<file path="src/rtl/alu_seq_if.sv">
// Request/response bundle for alu_seq. The requester uses the master modport and the ALU uses
// the slave modport.
interface alu_seq_if #(
    parameter int unsigned DATA_WIDTH = 16
) ();
    logic [DATA_WIDTH-1:0] alu_A_in;
    logic [DATA_WIDTH-1:0] alu_B_in;
    logic [2:0]            alu_op_in;
    logic                  alu_valid_in;
    logic                  alu_ready_out;
    logic                  alu_done_out;
    logic [DATA_WIDTH-1:0] alu_out;
    logic                  alu_Z_out;
    logic                  alu_N_out;
    logic                  alu_C_out;
    logic                  alu_V_out;

    modport master (
        output alu_A_in, alu_B_in, alu_op_in, alu_valid_in,
        input  alu_ready_out, alu_done_out, alu_out, alu_Z_out, alu_N_out, alu_C_out, alu_V_out
    );

    modport slave (
        input  alu_A_in, alu_B_in, alu_op_in, alu_valid_in,
        output alu_ready_out, alu_done_out, alu_out, alu_Z_out, alu_N_out, alu_C_out, alu_V_out
    );
endinterface

</file>
<file path="src/rtl/alu_seq.sv">
// Multi-cycle ALU: single-cycle add/sub/logic, bit-serial shifts and a shift-add multiply.
// Result and Z/N/C/V flags are registered and held until the next completion.
module alu_seq #(
    parameter int unsigned DATA_WIDTH = 16,
    parameter bit          MUL_ENABLE = 1'b1
) (
    input logic       clock_in,
    input logic       reset_in,
    alu_seq_if.slave  bus
);
    localparam int unsigned W       = DATA_WIDTH;
    localparam int unsigned SHAMT_W = $clog2(DATA_WIDTH);
    localparam int unsigned CNT_W   = SHAMT_W + 1;

    localparam logic [2:0] OpAdd = 3'b000;
    localparam logic [2:0] OpSub = 3'b001;
    localparam logic [2:0] OpAnd = 3'b010;
    localparam logic [2:0] OpOr  = 3'b011;
    localparam logic [2:0] OpXor = 3'b100;
    localparam logic [2:0] OpShl = 3'b101;
    localparam logic [2:0] OpShr = 3'b110;

    typedef enum logic [1:0] {StIdle, StShift, StMul} state_e;

    state_e             state_q, state_d;
    logic [W-1:0]       a_q, a_d;
    logic [CNT_W-1:0]   cnt_q, cnt_d;
    logic               shl_q, shl_d;
    logic [2*W-1:0]     acc_q, acc_d;
    logic [W-1:0]       out_q, out_d;
    logic               z_q, z_d, n_q, n_d, c_q, c_d, v_q, v_d;
    logic               done_q;

    logic               wr;
    logic [W-1:0]       res;
    logic               c_f, v_f;

    logic [W:0]         add_sum, sub_diff, mul_add;
    logic [2*W-1:0]     acc_step;
    logic [W-1:0]       shift_next;
    logic               shift_bit;
    logic [SHAMT_W-1:0] shamt;
    logic               accept;

    assign accept   = bus.alu_valid_in && (state_q == StIdle);
    assign shamt    = bus.alu_B_in[SHAMT_W-1:0];
    assign add_sum  = {1'b0, bus.alu_A_in} + {1'b0, bus.alu_B_in};
    assign sub_diff = {1'b0, bus.alu_A_in} - {1'b0, bus.alu_B_in};

    // Upper half accumulates; the multiplier sits in the low half and drains out to the right.
    assign mul_add  = {1'b0, acc_q[2*W-1:W]} + (acc_q[0] ? {1'b0, a_q} : '0);
    assign acc_step = {mul_add, acc_q[W-1:1]};

    assign shift_next = shl_q ? {a_q[W-2:0], 1'b0} : {1'b0, a_q[W-1:1]};
    assign shift_bit  = shl_q ? a_q[W-1] : a_q[0];

    always_comb begin
        state_d = state_q;
        a_d     = a_q;
        cnt_d   = cnt_q;
        shl_d   = shl_q;
        acc_d   = acc_q;
        wr      = 1'b0;
        res     = '0;
        c_f     = 1'b0;
        v_f     = 1'b0;

        case (state_q)
            StIdle: begin
                if (accept) begin
                    case (bus.alu_op_in)
                        OpAdd: begin
                            wr  = 1'b1;
                            res = add_sum[W-1:0];
                            c_f = add_sum[W];
                            v_f = (bus.alu_A_in[W-1] == bus.alu_B_in[W-1]) &&
                                  (add_sum[W-1] != bus.alu_A_in[W-1]);
                        end
                        OpSub: begin
                            wr  = 1'b1;
                            res = sub_diff[W-1:0];
                            c_f = sub_diff[W];
                            v_f = (bus.alu_A_in[W-1] != bus.alu_B_in[W-1]) &&
                                  (sub_diff[W-1] != bus.alu_A_in[W-1]);
                        end
                        OpAnd: begin
                            wr  = 1'b1;
                            res = bus.alu_A_in & bus.alu_B_in;
                        end
                        OpOr: begin
                            wr  = 1'b1;
                            res = bus.alu_A_in | bus.alu_B_in;
                        end
                        OpXor: begin
                            wr  = 1'b1;
                            res = bus.alu_A_in ^ bus.alu_B_in;
                        end
                        OpShl, OpShr: begin
                            if (shamt == '0) begin
                                wr  = 1'b1;
                                res = bus.alu_A_in;
                            end else begin
                                a_d     = bus.alu_A_in;
                                cnt_d   = {1'b0, shamt};
                                shl_d   = (bus.alu_op_in == OpShl);
                                state_d = StShift;
                            end
                        end
                        default: begin
                            if (MUL_ENABLE) begin
                                a_d     = bus.alu_A_in;
                                acc_d   = {{W{1'b0}}, bus.alu_B_in};
                                cnt_d   = CNT_W'(W);
                                state_d = StMul;
                            end else begin
                                wr  = 1'b1;
                                res = '0;
                            end
                        end
                    endcase
                end
            end
            StShift: begin
                a_d   = shift_next;
                cnt_d = cnt_q - 1'b1;
                if (cnt_q == CNT_W'(1)) begin
                    wr      = 1'b1;
                    res     = shift_next;
                    c_f     = shift_bit;
                    state_d = StIdle;
                end
            end
            StMul: begin
                acc_d = acc_step;
                cnt_d = cnt_q - 1'b1;
                // Final iteration and write-back share one edge.
                if (cnt_q == CNT_W'(1)) begin
                    wr      = 1'b1;
                    res     = acc_step[W-1:0];
                    c_f     = |acc_step[2*W-1:W];
                    v_f     = |acc_step[2*W-1:W];
                    state_d = StIdle;
                end
            end
            default: state_d = StIdle;
        endcase

        out_d = out_q;
        z_d   = z_q;
        n_d   = n_q;
        c_d   = c_q;
        v_d   = v_q;
        if (wr) begin
            out_d = res;
            z_d   = (res == '0);
            n_d   = res[W-1];
            c_d   = c_f;
            v_d   = v_f;
        end
    end

    always_ff @(posedge clock_in or posedge reset_in) begin
        if (reset_in) begin
            state_q <= StIdle;
            a_q     <= '0;
            cnt_q   <= '0;
            shl_q   <= 1'b0;
            acc_q   <= '0;
            out_q   <= '0;
            z_q     <= 1'b1;
            n_q     <= 1'b0;
            c_q     <= 1'b0;
            v_q     <= 1'b0;
            done_q  <= 1'b0;
        end else begin
            state_q <= state_d;
            a_q     <= a_d;
            cnt_q   <= cnt_d;
            shl_q   <= shl_d;
            acc_q   <= acc_d;
            out_q   <= out_d;
            z_q     <= z_d;
            n_q     <= n_d;
            c_q     <= c_d;
            v_q     <= v_d;
            done_q  <= wr;
        end
    end

    assign bus.alu_ready_out = (state_q == StIdle);
    assign bus.alu_done_out  = done_q;
    assign bus.alu_out       = out_q;
    assign bus.alu_Z_out     = z_q;
    assign bus.alu_N_out     = n_q;
    assign bus.alu_C_out     = c_q;
    assign bus.alu_V_out     = v_q;
endmodule

</file>
<file path="src/flat_wrapper.sv">
// flat-port wrapper written by rule: the top's interface ports become plain ports
module alu_seq_flat 
#(
    parameter int unsigned DATA_WIDTH = 16,
    parameter bit          MUL_ENABLE = 1'b1
)
  (clock_in, reset_in, bus_alu_A_in, bus_alu_B_in, bus_alu_op_in, bus_alu_valid_in, bus_alu_ready_out, bus_alu_done_out, bus_alu_out, bus_alu_Z_out, bus_alu_N_out, bus_alu_C_out, bus_alu_V_out);
  alu_seq_if #(.DATA_WIDTH(DATA_WIDTH)) bus_i ();
  input logic clock_in;
  input logic reset_in;
  input wire logic [$bits(bus_i.alu_A_in)-1:0] bus_alu_A_in;
  input wire logic [$bits(bus_i.alu_B_in)-1:0] bus_alu_B_in;
  input wire logic [$bits(bus_i.alu_op_in)-1:0] bus_alu_op_in;
  input wire logic [$bits(bus_i.alu_valid_in)-1:0] bus_alu_valid_in;
  output wire logic [$bits(bus_i.alu_ready_out)-1:0] bus_alu_ready_out;
  output wire logic [$bits(bus_i.alu_done_out)-1:0] bus_alu_done_out;
  output wire logic [$bits(bus_i.alu_out)-1:0] bus_alu_out;
  output wire logic [$bits(bus_i.alu_Z_out)-1:0] bus_alu_Z_out;
  output wire logic [$bits(bus_i.alu_N_out)-1:0] bus_alu_N_out;
  output wire logic [$bits(bus_i.alu_C_out)-1:0] bus_alu_C_out;
  output wire logic [$bits(bus_i.alu_V_out)-1:0] bus_alu_V_out;
  assign bus_i.alu_A_in = bus_alu_A_in;
  assign bus_i.alu_B_in = bus_alu_B_in;
  assign bus_i.alu_op_in = bus_alu_op_in;
  assign bus_i.alu_valid_in = bus_alu_valid_in;
  assign bus_alu_ready_out = bus_i.alu_ready_out;
  assign bus_alu_done_out = bus_i.alu_done_out;
  assign bus_alu_out = bus_i.alu_out;
  assign bus_alu_Z_out = bus_i.alu_Z_out;
  assign bus_alu_N_out = bus_i.alu_N_out;
  assign bus_alu_C_out = bus_i.alu_C_out;
  assign bus_alu_V_out = bus_i.alu_V_out;
  alu_seq #(.DATA_WIDTH(DATA_WIDTH), .MUL_ENABLE(MUL_ENABLE)) u_core (.clock_in(clock_in), .reset_in(reset_in), .bus(bus_i));
endmodule
</file>
<file path="config.mk">
export PLATFORM = sky130hd
export DESIGN_NAME = alu_seq_flat
export DESIGN_NICKNAME = d
export VERILOG_FILES = /design/src/rtl/alu_seq_if.sv /design/src/rtl/alu_seq.sv /design/src/flat_wrapper.sv
export SDC_FILE = /design/constraint.sdc
export NUM_CORES = 1
export LEC_CHECK = 0
export ABC_AREA = 1
export BUFFER_PORTS_ARGS = -buffer_cell sky130_fd_sc_hd__clkbuf_2
export CAP_MARGIN = 10
export CORE_ASPECT_RATIO = 1.4
export CORE_UTILIZATION = 40
export DETAILED_ROUTE_END_ITERATION = 8
export GPL_TIMING_DRIVEN = 0
export MAX_ROUTING_LAYER = met4
export PLACE_DENSITY = 0.64
export SYNTH_ARGS = -nofsm -noshare
export SYNTH_HDL_FRONTEND = slang
export SYNTH_SLANG_ARGS = --single-unit
</file>
<file path="constraint.sdc">
create_clock -name clock_in -period 3.85 [get_ports clock_in]
set_clock_uncertainty 0.1 [all_clocks]
set_input_delay 0.77 -clock clock_in [delete_from_list [all_inputs] [get_ports clock_in]]
set_output_delay 0.77 -clock clock_in [all_outputs]
set_load 0.005 [all_outputs]
</file>
==> results.md <==
| Quantity | This run | Unit |
| --- | --- | --- |
| Cts hold-fix bufs | 0 | - |
| Classification of the worst setup path | in2reg | - |
| Io pins | 60 | - |
| CTS H-tree lvls | 3 | - |
| Resize count post-CTS | 0 | - |
| Seq/Total Area, Yosys | 0.2483 | - |
| Yosys warning count | 0 | - |
| Post CTS Setup Buffer Count | 0 | - |
| Status | completed | - |
| Cells on worst reg2reg path | 20 | - |
| Most common library cell in the layout ignoring fill and taps | sky130_fd_sc_hd__nand2_1 | - |
| Total global-route track usage | 0.2618 | - |
| Number of nets with antenna violations after detailed routing | 0 | - |
| Post-DR vias/cell | 5.308 | - |
| First-pass GRT wire length | 39500 | um |
| Startpoint types | primary input | - |
| Routed WL per cell | 16.08 | um |
| DRC errors left | 0 | - |
| Number of flip-flops and latches in the synthesized netlist | 76 | - |
| Crit share post-route | 0.8773 | - |
| Clock Pin Slew Worst Setup and Hold Paths | 0.06 | ns |
| Number of antenna violations at the first check in global routing | 0 | - |
| Maximum fanout along the worst path | 10 | - |
| Synthesized net count | 1322 | - |
| Nets | 1393 | - |
| Count of cell types in the netlist | 45 | - |
| Type of the most critical hold path | in2async | - |
| Total overflow reported by the global router | 0 | - |
| Area of the die | 19730 | um2 |
| Slowest stage cell on the critical path | sky130_fd_sc_hd__a21oi_1 | - |
| Crit path DAT | 3.56 | ns |
| Time the worst path needs with I/O delays and setup | 3.377 | ns |
| Layout cells sized above 1 | 0.09346 | - |
| Root buffer cell | sky130_fd_sc_hd__clkbuf_16 | - |
| Required time at the worst-slack endpoint | 4.03 | ns |
| Floorplan die height | 165.8 | um |
| Actual slew at the worst max-slew pin | 0.6263 | ns |
| Finished Layout Cells | 1528 | - |
| Vias in the first global route | 8052 | - |
| Reg2reg start | u_core.acc_q[0] | - |
| Setup repair after global routing missed its margin | no | - |
| Number of enable flip-flop cells after synthesis | 0 | - |
| Ordered cell list for the critical path | clkbuf_2 -> inv_1 -> ha_1 -> buf_2 -> inv_1 -> nand2_1 -> nand2_1 -> inv_1 -> nand2_1 -> nand2_1 -> nand3_1 -> nand3_1 -> a21oi_1 -> nand3_1 -> nor2_1 -> nand3_1 -> nor2_1 -> nand2_1 -> nand2_1 | - |
| Area grow syn2layout | 12.37 | % |
| Total standard cell area after synthesis | 7665 | um2 |
| TritonCTS clock tree | yes | - |
| Pin count of the biggest net entering global routing | 54 | - |
| Pwr Density | 599.6 | nW/um2 |
| Share of async-settable or async-resettable flops after synthesis | 1.000 | - |
| Endpoint class of the critical path | register | - |
| Violation count after the first detailed-routing iteration | 567 | - |
| Max-slew violation total from the final report | 0 | - |
| Worst path max stage delay | 0.50 | ns |
| Skew-Pair Late Insertion Delay | 0.33 | ns |
| Final-report setup violation count | 0 | - |
| Final antenna diode count | 0 | - |
| Leakage power total | 0.004677 | uW |
| Initial Util | 0.4104 | - |
| Total placed cells including tap cells | 1512 | - |
| Largest vdd supply drop | 261.9 | uV |
| Core Box Area | 18680 | um2 |
| Max capacitance violation total | 0 | - |
| Peak Freq | 0.2961 | GHz |
| Cell row count | 59 | - |
| Average instance area after synthesis | 6.345 | um2 |
| Dpl hpwl | 20270 | um |
| Buffers on Ports | 59 | - |
| TritonCTS Buffers | 9 | - |
| Final Hold Vio Count | 0 | - |
| Die span in x | 119.0 | um |
| Layout fillers | 2030 | - |
| Max Buffers Root-to-Sink | 2 | - |
| Most common cell on crit path | sky130_fd_sc_hd__nand2_1 | - |
| Util after Layout | 0.4612 | - |
| Detailed-routing iteration count for the pre-antenna-repair pass | 8 | - |
| Leading register cell type out of synthesis | sky130_fd_sc_hd__dfrtp_1 | - |
| Number of vias after detailed routing | 8111 | - |
| Synthesized netlist cell count | 1208 | - |
| Commonest cells after routing, fill and taps aside | 334 x sky130_fd_sc_hd__nand2_1, 181 x sky130_fd_sc_hd__inv_1, 99 x sky130_fd_sc_hd__nand3_1 | - |
| Worst slew margin relative to its limit | 0.5825 | - |
| Global placer's final weighted congestion | 0.9973 | - |
| Detailed-route wire length | 24570 | um |
| Launching instance or port of the critical path | bus_alu_B_in[3] | - |
| Num Clock Sinks | 76 | - |
==> flip-flops by register name, indices dropped and copies added (netlist names) <==
register / cells
u_core.a_q: 16
u_core.acc_q: 32
u_core.bus.alu_C_out: 1
u_core.bus.alu_V_out: 1
u_core.bus.alu_Z_out: 1
u_core.bus.alu_done_out: 1
u_core.bus.alu_out: 16
u_core.cnt_q: 5
u_core.shl_q: 1
u_core.state_q: 2
==> area by class of cell <==
class / instances / area [um2] / area share
multi-input cells: 901 / 4855 / 0.5636
flip-flops and latches: 76 / 1903 / 0.2209
inverters: 192 / 723.2 / 0.08396
repair buffers: 60 / 322.8 / 0.03748
well taps: 244 / 305.3 / 0.03544
clock buffers: 11 / 242.7 / 0.02818
plain buffers: 39 / 186.4 / 0.02164
clock inverters: 5 / 75.07 / 0.008716
==> cells in the mapped netlist, types with 4 or more instances <==
master / count / area share
sky130_fd_sc_hd__clkbuf_1: 15 / 0.0073
sky130_fd_sc_hd__o22ai_1: 26 / 0.021
sky130_fd_sc_hd__ha_1: 73 / 0.12
sky130_fd_sc_hd__nor3_1: 8 / 0.0052
sky130_fd_sc_hd__o21a_1: 17 / 0.017
sky130_fd_sc_hd__xor2_1: 5 / 0.0057
sky130_fd_sc_hd__o21bai_1: 7 / 0.0069
sky130_fd_sc_hd__nor2_1: 98 / 0.048
sky130_fd_sc_hd__o221ai_1: 4 / 0.0046
sky130_fd_sc_hd__a21oi_1: 74 / 0.048
sky130_fd_sc_hd__nand3_1: 99 / 0.065
sky130_fd_sc_hd__inv_2: 9 / 0.0044
sky130_fd_sc_hd__inv_1: 182 / 0.089
sky130_fd_sc_hd__dfrtp_1: 75 / 0.24
sky130_fd_sc_hd__nand4_1: 10 / 0.0082
sky130_fd_sc_hd__a31oi_1: 12 / 0.0098
sky130_fd_sc_hd__xnor2_1: 5 / 0.0057
sky130_fd_sc_hd__o21ai_0: 80 / 0.052
sky130_fd_sc_hd__nand2_1: 334 / 0.16
sky130_fd_sc_hd__buf_2: 16 / 0.010
sky130_fd_sc_hd__o211ai_1: 16 / 0.016
sky130_fd_sc_hd__buf_4: 5 / 0.0049
==> layer usage <==
layer  vias up  GRT usage  wire length (um)
met4         0     0.1348              1076
li1       4062          -                 -
met5         -          -                 0
met3        60    0.01957              1126
met2       275     0.4833             13010
met1      3714     0.2746              9349
==> path summary, 6_finish.rpt <==
kind / to / slack (ns)
worst min register to register: u_core.bus.alu_Z_out / 0.38
worst max register to register: u_core.bus.alu_V_out / 0.52
min in group clock_in: u_core.bus.alu_Z_out / 0.38
worst min-delay path: u_core.bus.alu_C_out / 0.30
worst max-delay path: u_core.bus.alu_Z_out / 0.47
max in group asynchronous: u_core.bus.alu_out[3] / 2.78
==> critical path: cells and delay by family <==
family / cells / cell delay, ns
AND/OR/NAND/NOR: 12 / 1.40
buffers and inverters: 5 / 0.62
AO/OA/AOI/OAI: 1 / 0.50
adder cells (fa/ha/maj): 1 / 0.26
==> power by group <==
| part | internal (uW) | switching (uW) |
|---|---|---|
| Clock | 582 | 331 |
| Combinational | 1000 | 1820 |
| Sequential | 1170 | 253 |
| Total | 2760 | 2410 |
==> kinds of logic (layout without fill, tap and decap cells) <==
family | after synthesis | in the layout | share of synthesized area
and+or+nand+nor | 569 | 569 | 0.3098
adders and majority gates | 76 | 76 | 0.1270
AOI/OAI and AO/OA | 246 | 246 | 0.1851
buffers and inverters | 231 | 307 | 0.1183
DFF | 76 | 76 | 0.2483
xor gates and xnor gates | 10 | 10 | 0.01143
==> per-stage QoR <==
stage	power (uW)	instance area, um2	worst slack [ns]	TNS [ns]	hold slack (ns)
5_1_grt	5609	8613	0.1469	0	0.3188
4_1_cts	5162	8613	0.4209	0	0.3016
2_1_floorplan	3382	7665	1.043	0	0.3572
3_5_place_dp	4229	8295	0.2172	0	0.3663
3_3_place_gp	4202	8265	-0.0002232	-0.0007454	0.3596
6_report	5165	8613	0.4725	0	0.2966
Note: power is estimated with default switching activity, not from simulation.
